$ cat config.mk
export PLATFORM = sky130hd
export DESIGN_NAME = mips_mc_control
export DESIGN_NICKNAME = d
export VERILOG_FILES = /design/src/rtl/mips_mc_control.sv
export SDC_FILE = /design/constraint.sdc
export NUM_CORES = 1
export LEC_CHECK = 0
export ABC_AREA = 1
export ABC_CLOCK_PERIOD_IN_PS = 1900
export BUFFER_PORTS_ARGS = -buffer_cell sky130_fd_sc_hd__buf_4
export CELL_PAD_IN_SITES_DETAIL_PLACEMENT = 1
export CELL_PAD_IN_SITES_GLOBAL_PLACEMENT = 2
export CORE_MARGIN = 5
export CORE_UTILIZATION = 27
export DETAILED_ROUTE_END_ITERATION = 8
export GPL_ROUTABILITY_DRIVEN = 0
export PLACE_DENSITY_LB_ADDON = 0.1
export SLEW_MARGIN = 20
export SYNTH_ARGS = -nofsm -noshare
export SYNTH_HDL_FRONTEND = slang
export SYNTH_SLANG_ARGS = --single-unit
$ cat constraint.sdc
create_clock -name clock -period 1.9 [get_ports clock]
set_input_delay 0.38 -clock clock [delete_from_list [all_inputs] [get_ports clock]]
set_output_delay 0.38 -clock clock [all_outputs]
set_load 0.02 [all_outputs]
$ cat src/rtl/mips_mc_control.sv
// Multicycle MIPS control unit: owns the instruction register, sequences FETCH/EXEC/MEM/WB,
// and drives datapath selects plus the instruction/data memory handshakes with a timeout watchdog.
module mips_mc_control #(
  parameter int COUNT_W = 32,
  parameter int TIMEOUT = 16
) (
  input  logic               clock,
  input  logic               reset,
  input  logic               zero,
  input  logic [31:0]        imem_rdata,
  input  logic               imem_ready,
  input  logic               dmem_ready,
  output logic [31:0]        instruction,
  output logic               imem_req,
  output logic               dmem_req,
  output logic               dmem_we,
  output logic               pc_en,
  output logic               rf_we,
  output logic               sel_alu_b,
  output logic [1:0]         sel_wa,
  output logic [1:0]         sel_result,
  output logic [1:0]         sel_pc,
  output logic [3:0]         alu_ctrl,
  output logic               illegal,
  output logic               bus_error,
  output logic [COUNT_W-1:0] retired
);

  localparam int WAIT_W = (TIMEOUT > 1) ? $clog2(TIMEOUT) : 1;
  localparam logic [WAIT_W-1:0] WAIT_LAST = WAIT_W'(TIMEOUT - 1);

  localparam logic [3:0] ALU_AND = 4'b0000;
  localparam logic [3:0] ALU_OR  = 4'b0001;
  localparam logic [3:0] ALU_ADD = 4'b0010;
  localparam logic [3:0] ALU_SUB = 4'b0110;
  localparam logic [3:0] ALU_SLT = 4'b0111;
  localparam logic [3:0] ALU_NOR = 4'b1100;

  typedef enum logic [2:0] {
    S_FETCH = 3'd0,
    S_EXEC  = 3'd1,
    S_MEM   = 3'd2,
    S_WB    = 3'd3,
    S_HALT  = 3'd4
  } state_t;

  typedef enum logic [3:0] {
    C_RTYPE   = 4'd0,
    C_JR      = 4'd1,
    C_IMM     = 4'd2,
    C_BRANCH  = 4'd3,
    C_J       = 4'd4,
    C_JAL     = 4'd5,
    C_LOAD    = 4'd6,
    C_STORE   = 4'd7,
    C_ILLEGAL = 4'd8
  } iclass_t;

  state_t              state_r, state_s;
  logic [31:0]         ir_r;
  logic [WAIT_W-1:0]   wait_cnt_r, wait_cnt_s;
  logic                illegal_r, bus_error_r;
  logic [COUNT_W-1:0]  retired_r;

  iclass_t             cls_s;
  logic [5:0]          op_s, funct_s;
  logic [3:0]          dec_alu_s;
  logic                dec_alu_b_s;
  logic [1:0]          dec_wa_s, dec_result_s, dec_pc_s;

  logic                imem_req_s, dmem_req_s, dmem_we_s, pc_en_s, rf_we_s;
  logic                load_ir_s, wait_inc_s, set_illegal_s, set_bus_err_s;

  assign op_s    = ir_r[31:26];
  assign funct_s = ir_r[5:0];

  // Instruction decode: selects depend only on ir and zero so datapath paths stay stable in every state
  always_comb begin
    cls_s        = C_ILLEGAL;
    dec_alu_s    = ALU_ADD;
    dec_alu_b_s  = 1'b0;
    dec_wa_s     = 2'd0;
    dec_result_s = 2'd0;
    dec_pc_s     = 2'd0;
    case (op_s)
      6'b000000: begin
        dec_wa_s     = 2'd1;
        dec_result_s = 2'd1;
        case (funct_s)
          6'b100000: begin cls_s = C_RTYPE; dec_alu_s = ALU_ADD; end
          6'b100010: begin cls_s = C_RTYPE; dec_alu_s = ALU_SUB; end
          6'b100100: begin cls_s = C_RTYPE; dec_alu_s = ALU_AND; end
          6'b100101: begin cls_s = C_RTYPE; dec_alu_s = ALU_OR;  end
          6'b101010: begin cls_s = C_RTYPE; dec_alu_s = ALU_SLT; end
          6'b100111: begin cls_s = C_RTYPE; dec_alu_s = ALU_NOR; end
          6'b001000: begin
            cls_s    = C_JR;
            dec_wa_s = 2'd0;
            dec_pc_s = 2'd3;
          end
          default: begin
            cls_s        = C_ILLEGAL;
            dec_wa_s     = 2'd0;
            dec_result_s = 2'd0;
          end
        endcase
      end
      6'b001000: begin cls_s = C_IMM; dec_alu_b_s = 1'b1; dec_result_s = 2'd1; dec_alu_s = ALU_ADD; end
      6'b001010: begin cls_s = C_IMM; dec_alu_b_s = 1'b1; dec_result_s = 2'd1; dec_alu_s = ALU_SLT; end
      6'b001100: begin cls_s = C_IMM; dec_alu_b_s = 1'b1; dec_result_s = 2'd1; dec_alu_s = ALU_AND; end
      6'b001101: begin cls_s = C_IMM; dec_alu_b_s = 1'b1; dec_result_s = 2'd1; dec_alu_s = ALU_OR;  end
      6'b000100: begin
        cls_s     = C_BRANCH;
        dec_alu_s = ALU_SUB;
        dec_pc_s  = zero ? 2'd1 : 2'd0;
      end
      6'b000101: begin
        cls_s     = C_BRANCH;
        dec_alu_s = ALU_SUB;
        dec_pc_s  = zero ? 2'd0 : 2'd1;
      end
      6'b000010: begin cls_s = C_J; dec_pc_s = 2'd2; end
      6'b000011: begin
        cls_s        = C_JAL;
        dec_pc_s     = 2'd2;
        dec_wa_s     = 2'd2;
        dec_result_s = 2'd2;
      end
      6'b100011: begin cls_s = C_LOAD;  dec_alu_b_s = 1'b1; end
      6'b101011: begin cls_s = C_STORE; dec_alu_b_s = 1'b1; end
      default:   cls_s = C_ILLEGAL;
    endcase
  end

  // Next-state and strobe generation; the wait counter only survives while a state keeps waiting
  always_comb begin
    state_s       = state_r;
    imem_req_s    = 1'b0;
    dmem_req_s    = 1'b0;
    dmem_we_s     = 1'b0;
    pc_en_s       = 1'b0;
    rf_we_s       = 1'b0;
    load_ir_s     = 1'b0;
    wait_inc_s    = 1'b0;
    set_illegal_s = 1'b0;
    set_bus_err_s = 1'b0;
    case (state_r)
      S_FETCH: begin
        imem_req_s = 1'b1;
        if (imem_ready) begin
          load_ir_s = 1'b1;
          state_s   = S_EXEC;
        end else if (wait_cnt_r == WAIT_LAST) begin
          set_bus_err_s = 1'b1;
          state_s       = S_HALT;
        end else begin
          wait_inc_s = 1'b1;
        end
      end
      S_EXEC: begin
        case (cls_s)
          C_LOAD, C_STORE: state_s = S_MEM;
          C_RTYPE, C_IMM, C_JAL: begin
            rf_we_s = 1'b1;
            pc_en_s = 1'b1;
            state_s = S_FETCH;
          end
          C_ILLEGAL: begin
            set_illegal_s = 1'b1;
            pc_en_s       = 1'b1;
            state_s       = S_FETCH;
          end
          default: begin
            pc_en_s = 1'b1;
            state_s = S_FETCH;
          end
        endcase
      end
      S_MEM: begin
        dmem_req_s = 1'b1;
        dmem_we_s  = (cls_s == C_STORE);
        if (dmem_ready) begin
          pc_en_s = (cls_s == C_STORE);
          state_s = (cls_s == C_STORE) ? S_FETCH : S_WB;
        end else if (wait_cnt_r == WAIT_LAST) begin
          set_bus_err_s = 1'b1;
          state_s       = S_HALT;
        end else begin
          wait_inc_s = 1'b1;
        end
      end
      S_WB: begin
        rf_we_s = 1'b1;
        pc_en_s = 1'b1;
        state_s = S_FETCH;
      end
      S_HALT:  state_s = S_HALT;
      default: state_s = S_FETCH;
    endcase
  end

  assign wait_cnt_s = wait_inc_s ? (wait_cnt_r + WAIT_W'(1)) : {WAIT_W{1'b0}};

  // Sequential state: FSM, instruction register, watchdog, sticky flags and retire counter
  always_ff @(posedge clock) begin
    if (!reset) begin
      state_r     <= S_FETCH;
      ir_r        <= 32'd0;
      wait_cnt_r  <= {WAIT_W{1'b0}};
      illegal_r   <= 1'b0;
      bus_error_r <= 1'b0;
      retired_r   <= {COUNT_W{1'b0}};
    end else begin
      state_r    <= state_s;
      wait_cnt_r <= wait_cnt_s;
      ir_r       <= load_ir_s ? imem_rdata : ir_r;
      illegal_r  <= illegal_r | set_illegal_s;
      bus_error_r <= bus_error_r | set_bus_err_s;
      retired_r  <= pc_en_s ? (retired_r + COUNT_W'(1)) : retired_r;
    end
  end

  // Reset forces strobes low and selects to their idle values even before the first edge
  assign imem_req    = reset & imem_req_s;
  assign dmem_req    = reset & dmem_req_s;
  assign dmem_we     = reset & dmem_we_s;
  assign pc_en       = reset & pc_en_s;
  assign rf_we       = reset & rf_we_s;
  assign sel_alu_b   = reset & dec_alu_b_s;
  assign sel_wa      = reset ? dec_wa_s     : 2'd0;
  assign sel_result  = reset ? dec_result_s : 2'd0;
  assign sel_pc      = reset ? dec_pc_s     : 2'd0;
  assign alu_ctrl    = reset ? dec_alu_s    : ALU_ADD;
  assign instruction = ir_r;
  assign illegal     = illegal_r;
  assign bus_error   = bus_error_r;
  assign retired     = retired_r;

endmodule

==> run_results.csv, run 1 <==
group,metric,value,unit
cells_and_area,drive_gt1_frac,0.3504,
min_path,hold_path.class,"in2reg",
clock_network,numCtsBuffers,9,
cells_and_area,stdcell_area,0.006016,mm2
synth,syn-num-nets,658,
timing,timing.final.crit_share,1.121,
place,numPortBuffers,118,
timing,fin_tns_setup,-1.186,ns
grt,grt_pass1_vias,4817,
routing,route.detailed.wl_per_inst,15.46,um
place,post_dp_cell_area,0.005149,mm2
timing,setup_violations,11,
outcome,violations,"negative setup slack",
min_path,hold_end,"instruction[25]$_SDFFE_PN0P_",
die,dieArea,0.01710,mm2
pwr,peakVddDrop,0.0005935,V
clock_network,clk_pin_slew,0.06,ns
die,fp.dieH,130.8,um
synth,yosysWarnings,0,
synth,synthFlopType,"dfxtp_1",
routing,drt-pass1-iter-count,4,
clock_network,root_buffer,"clkbuf_16",
routing,ant_nets,0,
grt,grt_pass1_wl,24.31,mm
routing,routed_wl,14.94,mm
timing,slew_headroom,0.5816,
die,io_pins,119,
setup_path,reg2reg_slack,-0.01,ns
routing,drc_errors,0,
die,start_util,0.2731,
setup_path,start_kind,"flip-flop",
synth,async_flop_share,0,
setup_path,crit_type,"reg2out",
place,hpwl,11.08,mm
setup_path,reg2reg_from,"instruction[31]$_SDFFE_PN0P_",
cells_and_area,utilization,0.4171,
setup_path,r2r_cells,14,
timing,layout_setup_ws,-0.2296,ns
die,die_x,130.8,um
clock_network,htree_levels,3,
place,place_ws,-0.1100,ns
grt,track_usage,0.1810,
synth,synth-seq-area-share,0.3710,
synth,synth.distinct_cells,33,
pwr,power_per_cell_area,702.6,mW/mm2
die,rows,44,
cells_and_area,most-common-layout-cells,"144 x buf_4, 134 x nand2_1, 119 x nor2_1",
timing,hold_viol,0,
min_path,hp-start,"imem_rdata[25]",
min_path,holdPathStages,3,
setup_path,crit_fanout,6,
routing,vias_per_cell,4.704,
cells_and_area,fill_cells,1844,
pwr,p_leak,2.562,nW
timing,rsz0062_at_grt,"true",
clock_network,clock_latency,0.34,ns
routing,vias,4544,
clock_network,cts.path.max_buffers,2,
setup_path,cp_data_arrival_time,1.75,ns
timing,finClkSkew,0.005020,ns
timing,period_minus_slack,2.130,ns
cells_and_area,syn2layout_area_growth,52.73,%
run,cap_viol_max_count,0,
grt,grt-ovfl-total,0,
die,core_area,0.01442,mm2
setup_path,rr_endpoint,"illegal$_SDFF_PN0_",
synth,syn_avg_cell_area,6.363,um2
setup_path,crit_path_end_kind,"output pin",
timing,fmax,0.4696,GHz
synth,synth_seq_cells,73,
routing,drt_first_iter_violations,206,
clock_network,cts_sinks,73,
timing,maxSlewViolCount,0,
timing,worstMarginPinSlew,0.6270,ns
synth,synth_edf_count,0,
synth,syn-cell-area,0.003939,mm2
cells_and_area,num_antenna_cells,0,
cells_and_area,layout_commonest_cell,"buf_4",
clock_network,cts_tree,"done",
outcome,status,"finished, violations left",
setup_path,cp_data_required_time,1.52,ns
grt,grt_antenna_before_repair,0,
grt,grt_max_degree,42,
cells_and_area,layout.nets,816,
synth,syn_inst,619,
[worst max-delay path, cell delays in order, from the launching register on]
cell	delay (ns)
dfxtp_2	0.40
nor2_4	0.09
buf_4	0.14
nand3_2	0.12
nand2_1	0.07
nor3_1	0.23
nand2_2	0.08
nand3_2	0.06
nand2_2	0.06
inv_2	0.05
buf_6	0.11
[where the power goes]
group	total, W	switching (W)	leakage, nW	internal (W)
Sequential	0.00166	0.0000639	0.603	0.00160
Combinational	0.000835	0.000450	1.82	0.000385
Clock	0.00173	0.000675	0.137	0.00106
Total	0.00423	0.00119	2.56	0.00304
[flip-flops by register name, summed over array words and instances (netlist names)]
name and cells:
wait_cnt_r 4, retired 32, bus_error 1, state_r 3, illegal 1, instruction 32
[worst max-delay path by stage]
| stage | start | endpoint | slack, ns | depth (start not counted) |
|---|---|---|---|---|
| floorplan | instruction[26]$_SDFFE_PN0P_ | pc_en | 0.09 | 9 |
| global placement | instruction[31]$_SDFFE_PN0P_ | rf_we | -0.06 | 11 |
| detailed placement | instruction[31]$_SDFFE_PN0P_ | rf_we | -0.11 | 11 |
| CTS | instruction[30]$_SDFFE_PN0P_ | rf_we | -0.23 | 12 |
| global route | instruction[27]$_SDFFE_PN0P_ | rf_we | -0.36 | 10 |
| finish | instruction[30]$_SDFFE_PN0P_ | rf_we | -0.23 | 10 |
[cell type report]
type / instances / area (um2) / share of cell area
Timing Repair Buffer: 167 / 1366 / 0.2271
Sequential cell: 73 / 1496 / 0.2488
Multi-Input combinational cell: 467 / 2395 / 0.3981
Clock buffer: 14 / 254.0 / 0.04222
Inverter: 59 / 236.5 / 0.03931
Tap cell: 184 / 230.2 / 0.03827
Clock inverter: 2 / 37.54 / 0.006240
[per-stage QoR]
| step | hold WS [ns] | total power, W | instances |
|---|---|---|---|
| floorplan | 0.4175 | 0.002003 | 619 |
| global placement | 0.4307 | 0.002284 | 923 |
| detailed placement | 0.4549 | 0.002294 | 923 |
| CTS | 0.2458 | 0.004180 | 955 |
| global route | 0.2500 | 0.004428 | 966 |
| finish | 0.2593 | 0.004227 | 966 |
[synthesized netlist by cell type (3+ instances only)]
library cell    n  area (um2)
a21oi_1        44       220.2
a31oi_1         4       25.02
buf_2           5       25.02
buf_6           3       33.78
clkbuf_1       10       37.54
dfxtp_1        73        1461
inv_1          54       202.7
inv_2           4       15.01
nand2_1       147       551.8
nand3_1        29       145.1
nand3_2         3       30.03
nand3b_1        6       45.04
nand4_1         7       43.79
nor2_1        136       510.5
nor2_2          5       31.28
nor3_1         12       60.06
o21ai_0        46       230.2
o21ai_1         4       20.02
xor2_1          6       52.55
[logic make-up after synthesis]
| kind of cell | share of synthesized area |
|---|---|
| AO/OA/AOI/OAI | 0.1325 |
| buffers and inverters | 0.08513 |
| XOR/XNOR | 0.01779 |
| AND/OR/NAND/NOR | 0.3872 |
| flip-flops | 0.3710 |
| adder cells (fa/ha/maj) | 0.006352 |
[layer usage]
layer / GRT usage / vias up / wire [um]
li1: - / 2301 / -
met1: 0.2104 / 2144 / 6440
met2: 0.3173 / 86 / 7453
met3: 0.06098 / 13 / 871
met4: 0.05021 / 0 / 172
met5: 0 / - / 0
[repair_timing]
item	4_1_cts	5_1_grt
setup buffers	16	18
cloned	0	0
resized for setup	64	61
endpoints found under the setup margin	13	16
hold buffers	0	0
pin swaps	14	24
Power figures use the tool's default switching activity.
==> run 2, diff against run 1 <==
- SKIP_CTS_REPAIR_TIMING: unset -> 1
==> run 2 against run 1 <==
Effect of this change:
- power fell by 3.0%
- hold slack barely moved
- non-clock buffer count fell by 14
- sequential share of layout area rose by 1.0 points
- via count fell by 1.6%
- first-iteration DRC count rose by 0.97%
- die area did not move
- the flow still finishes with violations (negative setup slack)
- largest power group unchanged
- core utilization fell by 1.6 points
- clock power barely moved
- cell area fell by 4.0%
- combinational power fell by 14%
==> run_results.csv, run 2 (synthesized netlist as in run 1, its figures left out) <==
group,metric,value,unit
outcome,status,"finished, violations left",
outcome,violations,"negative setup slack",
die,io_pins,119,
pwr,pwr-share-clk,0.422,
setup_path,cpPeakStageDelay,0.36,ns
clock_network,root_buffer,"clkbuf_16",
setup_path,crit_type,"reg2out",
die,die_x,130.8,um
min_path,hold_path.class,"in2reg",
die,fp.dieH,130.8,um
place,numPortBuffers,118,
routing,ant_nets,0,
routing,drt-pass1-iter-count,4,
routing,routed_wl,14.50,mm
setup_path,crit_chain,"inv_2 -> nor2_2 -> buf_4 -> nand3_1 -> nand2_1 -> nor3_1 -> nand2_2 -> nand3_2 -> nand2_2 -> inv_2 -> buf_6",
routing,route.detailed.wl_per_inst,15.23,um
pwr,p_sw,0.001144,W
grt,grt_pass1_wl,23.41,mm
pwr,p_comb_frac,0.175,
pwr,p_leak,2.465,nW
routing,wl_met3,867,um
die,core_area,0.01442,mm2
pwr,power_per_cell_area,709.9,mW/mm2
setup_path,cpMaxStageDelayCell,"dfxtp_4",
clock_network,cts_tree,"done",
clock_network,htree_levels,3,
cells_and_area,most-common-layout-cells,"144 x buf_4, 138 x nand2_1, 121 x nor2_1",
grt,grt-ovfl-total,0,
pwr,internal_power,0.002958,W
timing,holdWs,0.2593,ns
cells_and_area,syn2layout_area_growth,46.70,%
place,dpl.cell_count,923,
setup_path,start_kind,"flip-flop",
place,hpwl,11.08,mm
timing,hold_viol,0,
routing,drc_errors,0,
timing,maxSlewViolCount,0,
die,dieArea,0.01710,mm2
timing,fmax,0.4718,GHz
cells_and_area,layoutNonFillerInstCount,952,
timing,finClkSkew,0.006058,ns
pwr,peakVddDrop,0.0005367,V
routing,wl_met2,7.172,mm
setup_path,cp_data_required_time,1.52,ns
grt,grt_max_degree,42,
clock_network,cts.path.max_buffers,2,
cells_and_area,num_antenna_cells,0,
pwr,switching_share,0.2789,
routing,highest_layer,"met4",
timing,period_minus_slack,2.120,ns
timing,setup_violations,14,
routing,vias_per_cell,4.699,
routing,vias,4473,
clock_network,clock_latency,0.34,ns
routing,wl_met1,6.247,mm
timing,timing.final.crit_share,1.116,
clock_network,clk_pin_slew,0.06,ns
timing,layout_setup_ws,-0.2196,ns
die,rows,44,
cells_and_area,drive_gt1_frac,0.3203,
setup_path,crit_fanout,4,
cells_and_area,layout_commonest_cell,"buf_4",
clock_network,cts_sinks,73,
setup_path,crit_path_end_kind,"output pin",
die,start_util,0.2731,
timing,rsz0062_at_grt,"true",
pwr,pwr-share-seq,0.403,
run,cap_viol_max_count,0,
setup_path,cp_data_arrival_time,1.74,ns
clock_network,numCtsBuffers,9,
grt,track_usage,0.1744,
cells_and_area,layout.nets,802,
timing,slew_headroom,0.6269,
grt,grt_pass1_vias,4679,
grt,grt_antenna_before_repair,0,
timing,worstMarginPinSlew,0.5590,ns
routing,drt_first_iter_violations,208,
run 2: cell types whose count changed in the layout (fill, tap and decap cells not counted), moves of 3 or more:
cell and delta:
nand2_1 +4, a21oi_2 -3, nor2_4 -4, buf_6 -14, a21oi_1 +3, nand2_2 -3
run 2: layout make-up:
type | count | area, um2
clock inverter | 2 | 37.54
tap | 184 | 230.2
multi-input combinational | 467 | 2317
clock buffer | 14 | 254.0
timing repair buffer | 153 | 1209
inverter | 59 | 234.0
sequential | 73 | 1496
fill | 1852 | 8646
run 2: critical path: cells and delay by family (launching register included):
kind / cells / cell delay (ns)
DFF: 1 / 0.36
buffers and inverters: 4 / 0.36
and+or+nand+nor: 7 / 0.67
run 2: power groups by stage:
stage,Sequential [W],Combinational (W),Clock [W]
global placement,0.00167,0.000612,0
CTS,0.00164,0.000620,0.00179
floorplan,0.00175,0.000256,0
finish,0.00165,0.000718,0.00173
global route,0.00166,0.000787,0.00184
detailed placement,0.00168,0.000619,0
run 2: metal layers:
layer,vias to the layer above,track usage
li1,2272,-
met4,0,0.04900
met1,2098,0.2056
met5,-,0
met3,15,0.06138
met2,88,0.3002
run 2: per-stage QoR:
step	power (W)	worst slack [ns]	setup TNS (ns)	util	area, um2
floorplan	0.002003	0.09022	0	-	3941
global placement	0.002284	-0.05563	-0.05563	0.3570	5149
detailed placement	0.002294	-0.1100	-0.1100	0.3570	5149
CTS	0.004051	-0.4874	-3.457	0.3772	5440
global route	0.004297	-0.3700	-2.871	0.4006	5778
finish	0.004102	-0.2196	-1.254	0.4006	5778
run 2: path summary, 6_finish.rpt:
| kind | from | endpoint | slack [ns] | depth (start not counted) |
|---|---|---|---|---|
| worst max register to register | instruction[31]$_SDFFE_PN0P_ | retired[16]$_SDFFE_PN0P_ | 0.13 | 11 |
| worst min register to register | wait_cnt_r[0]$_SDFF_PN0_ | wait_cnt_r[0]$_SDFF_PN0_ | 0.47 | 1 |
| worst min-delay path | imem_rdata[25] | instruction[25]$_SDFFE_PN0P_ | 0.26 | 3 |
| worst max-delay path | instruction[29]$_SDFFE_PN0P_ | rf_we | -0.22 | 11 |
==> run 3, diff against run 2 <==
- ABC_CLOCK_PERIOD_IN_PS: 1900 -> 2500
- BUFFER_PORTS_ARGS: -buffer_cell sky130_fd_sc_hd__buf_4 -> unset
- CORE_UTILIZATION: 27 -> 35
- DONT_BUFFER_PORTS: unset -> 1
- clock period: 1.9 -> 2.5 ns (I/O delays scaled with it)
==> run 3 against run 2 <==
Effect of this change:
- critical endpoint is now pc_en
- die area fell by 21%
- cell count fell by 19%
- highest routed layer unchanged
- sequential share of layout area rose by 6.8 points
- cell area fell by 22%
- the flow now finishes without violations
- sequential cell count did not move
- non-clock buffer count fell by 139
- register-to-register slack improved by 0.38 ns
==> run_results.csv, run 3 (synthesized netlist as in run 1, its figures left out) <==
group,metric,value,unit
outcome,status,"finished clean",
setup_path,crit_path_end_kind,"output pin",
routing,drc_errors,0,
pwr,power_per_cell_area,696.7,mW/mm2
clock_network,cts.path.max_buffers,2,
setup_path,cp_data_arrival_time,1.87,ns
setup_path,cpPeakStageDelay,0.43,ns
grt,grt_pass1_wl,20.62,mm
die,fp.dieH,116.1,um
timing,setup_violations,0,
routing,vias_per_cell,5.095,
timing,maxSlewViolCount,0,
clock_network,clk_pin_slew,0.06,ns
cells_and_area,most-common-layout-cells,"147 x nand2_1, 132 x nor2_1, 66 x dfxtp_1",
pwr,p_leak,1.757,nW
timing,worstMarginPinSlew,0.5461,ns
grt,grt_pass1_vias,4137,
min_path,hold_path.class,"in2reg",
pwr,pwr-share-seq,0.418,
die,start_util,0.3602,
cells_and_area,layoutNonFillerInstCount,769,
setup_path,crit_chain,"inv_1 -> nor2_2 -> nand2_2 -> inv_2 -> nand4_2 -> nand2_4 -> inv_4 -> nor2_1 -> buf_4",
routing,drt_first_iter_violations,146,
cells_and_area,syn2layout_area_growth,14.26,%
setup_path,path_buf_inv,4,
cells_and_area,drive_gt1_frac,0.1017,
timing,rsz0062_at_grt,"true",
routing,routed_wl,12.62,mm
clock_network,root_buffer,"clkbuf_16",
grt,track_usage,0.1953,
cells_and_area,utilization,0.4116,
die,core_area,0.01094,mm2
clock_network,cts_tree,"done",
grt,grt_antenna_before_repair,0,
grt,grt-ovfl-total,0,
routing,vias,3918,
timing,timing.final.crit_share,0.9475,
clock_network,htree_levels,3,
cells_and_area,layout.nets,663,
die,rows,38,
die,io_pins,119,
setup_path,start_kind,"flip-flop",
run,cap_viol_max_count,0,
place,hpwl,9.543,mm
cells_and_area,num_antenna_cells,0,
place,numPortBuffers,0,
routing,drt-pass1-iter-count,4,
pwr,p_sw,0.0007857,W
clock_network,cts_sinks,73,
place,dpl.cell_count,753,
timing,slew_headroom,0.6351,
setup_path,cp_data_required_time,2.00,ns
pwr,internal_power,0.002350,W
timing,hold_viol,0,
timing,period_minus_slack,2.369,ns
clock_network,clock_latency,0.34,ns
setup_path,cpMaxStageDelayCell,"dfxtp_2",
pwr,peakVddDrop,0.0003403,V
setup_path,cp_top_family,"simple AND/OR/NAND/NOR gates",
clock_network,numCtsBuffers,9,
timing,finClkSkew,0.005463,ns
timing,fmax,0.4222,GHz
routing,ant_nets,0,
die,die_x,116.1,um
setup_path,crit_fanout,17,
routing,route.detailed.wl_per_inst,16.41,um
die,dieArea,0.01348,mm2
pwr,switching_share,0.2506,
pwr,p_comb_frac,0.082,
setup_path,crit_type,"reg2out",
grt,grt_max_degree,53,
pwr,pwr-share-clk,0.501,
cells_and_area,layout_commonest_cell,"nand2_1",
-- run 3: cell types whose count changed in the layout (fill, tap and decap cells not counted), sizes merged --
cell / delta
clkbuf: -2
buf: -139
bufinv: +2
-- run 3: cell type report --
| cell class | instances | area (um2) |
|---|---|---|
| Clock buffer | 12 | 266.5 |
| Clock inverter | 4 | 97.59 |
| Fill cell | 1443 | 6435 |
| Inverter | 59 | 224.0 |
| Multi-Input combinational cell | 467 | 2162 |
| Sequential cell | 73 | 1470 |
| Tap cell | 140 | 175.2 |
| Timing Repair Buffer | 14 | 105.1 |
-- run 3: layer usage --
| layer | global-route usage | vias up | part of all wire |
|---|---|---|---|
| met2 | 0.3280 | 82 | 0.49 |
| met1 | 0.2358 | 1830 | 0.44 |
| met4 | 0.07811 | 0 | 0.015 |
| met3 | 0.05483 | 12 | 0.059 |
| met5 | 0 | - | 0 |
| li1 | - | 1994 | - |
-- run 3: path summary, 6_finish.rpt --
kind	from	to	slack (ns)	cells past startpoint
setup / recovery	instruction[31]$_SDFFE_PN0P_	pc_en	0.13	9
setup reg to reg	state_r[1]$_SDFF_PN0_	instruction[27]$_SDFFE_PN0P_	0.51	7
hold / removal	reset	retired[22]$_SDFFE_PN0P_	0.28	2
hold reg to reg	wait_cnt_r[0]$_SDFF_PN0_	wait_cnt_r[0]$_SDFF_PN0_	0.49	1
-- run 3: metrics by stage --
stage / area (um2) / setup slack [ns] / TNS [ns] / power (W) / hold slack [ns]
6_report: 4501 / 0.1314 / 0 / 0.003135 / 0.2835
5_1_grt: 4501 / -0.02428 / -0.03661 / 0.003285 / 0.2818
4_1_cts: 4472 / -0.09316 / -0.4941 / 0.003178 / 0.2681
3_5_place_dp: 4108 / 0.2246 / 0 / 0.001589 / 0.4940
3_3_place_gp: 4108 / 0.2869 / 0 / 0.001579 / 0.4297
2_1_floorplan: 3939 / 0.4754 / 0 / 0.001521 / 0.4175
-- run 3: power by group through the flow --
stage               Combinational (W)  Clock, W  Sequential (W)
detailed placement           0.000256         0         0.00133
finish                       0.000256   0.00157         0.00131
global placement             0.000247         0         0.00133
floorplan                    0.000194         0         0.00133
global route                 0.000297   0.00167         0.00132
CTS                          0.000257   0.00161         0.00131
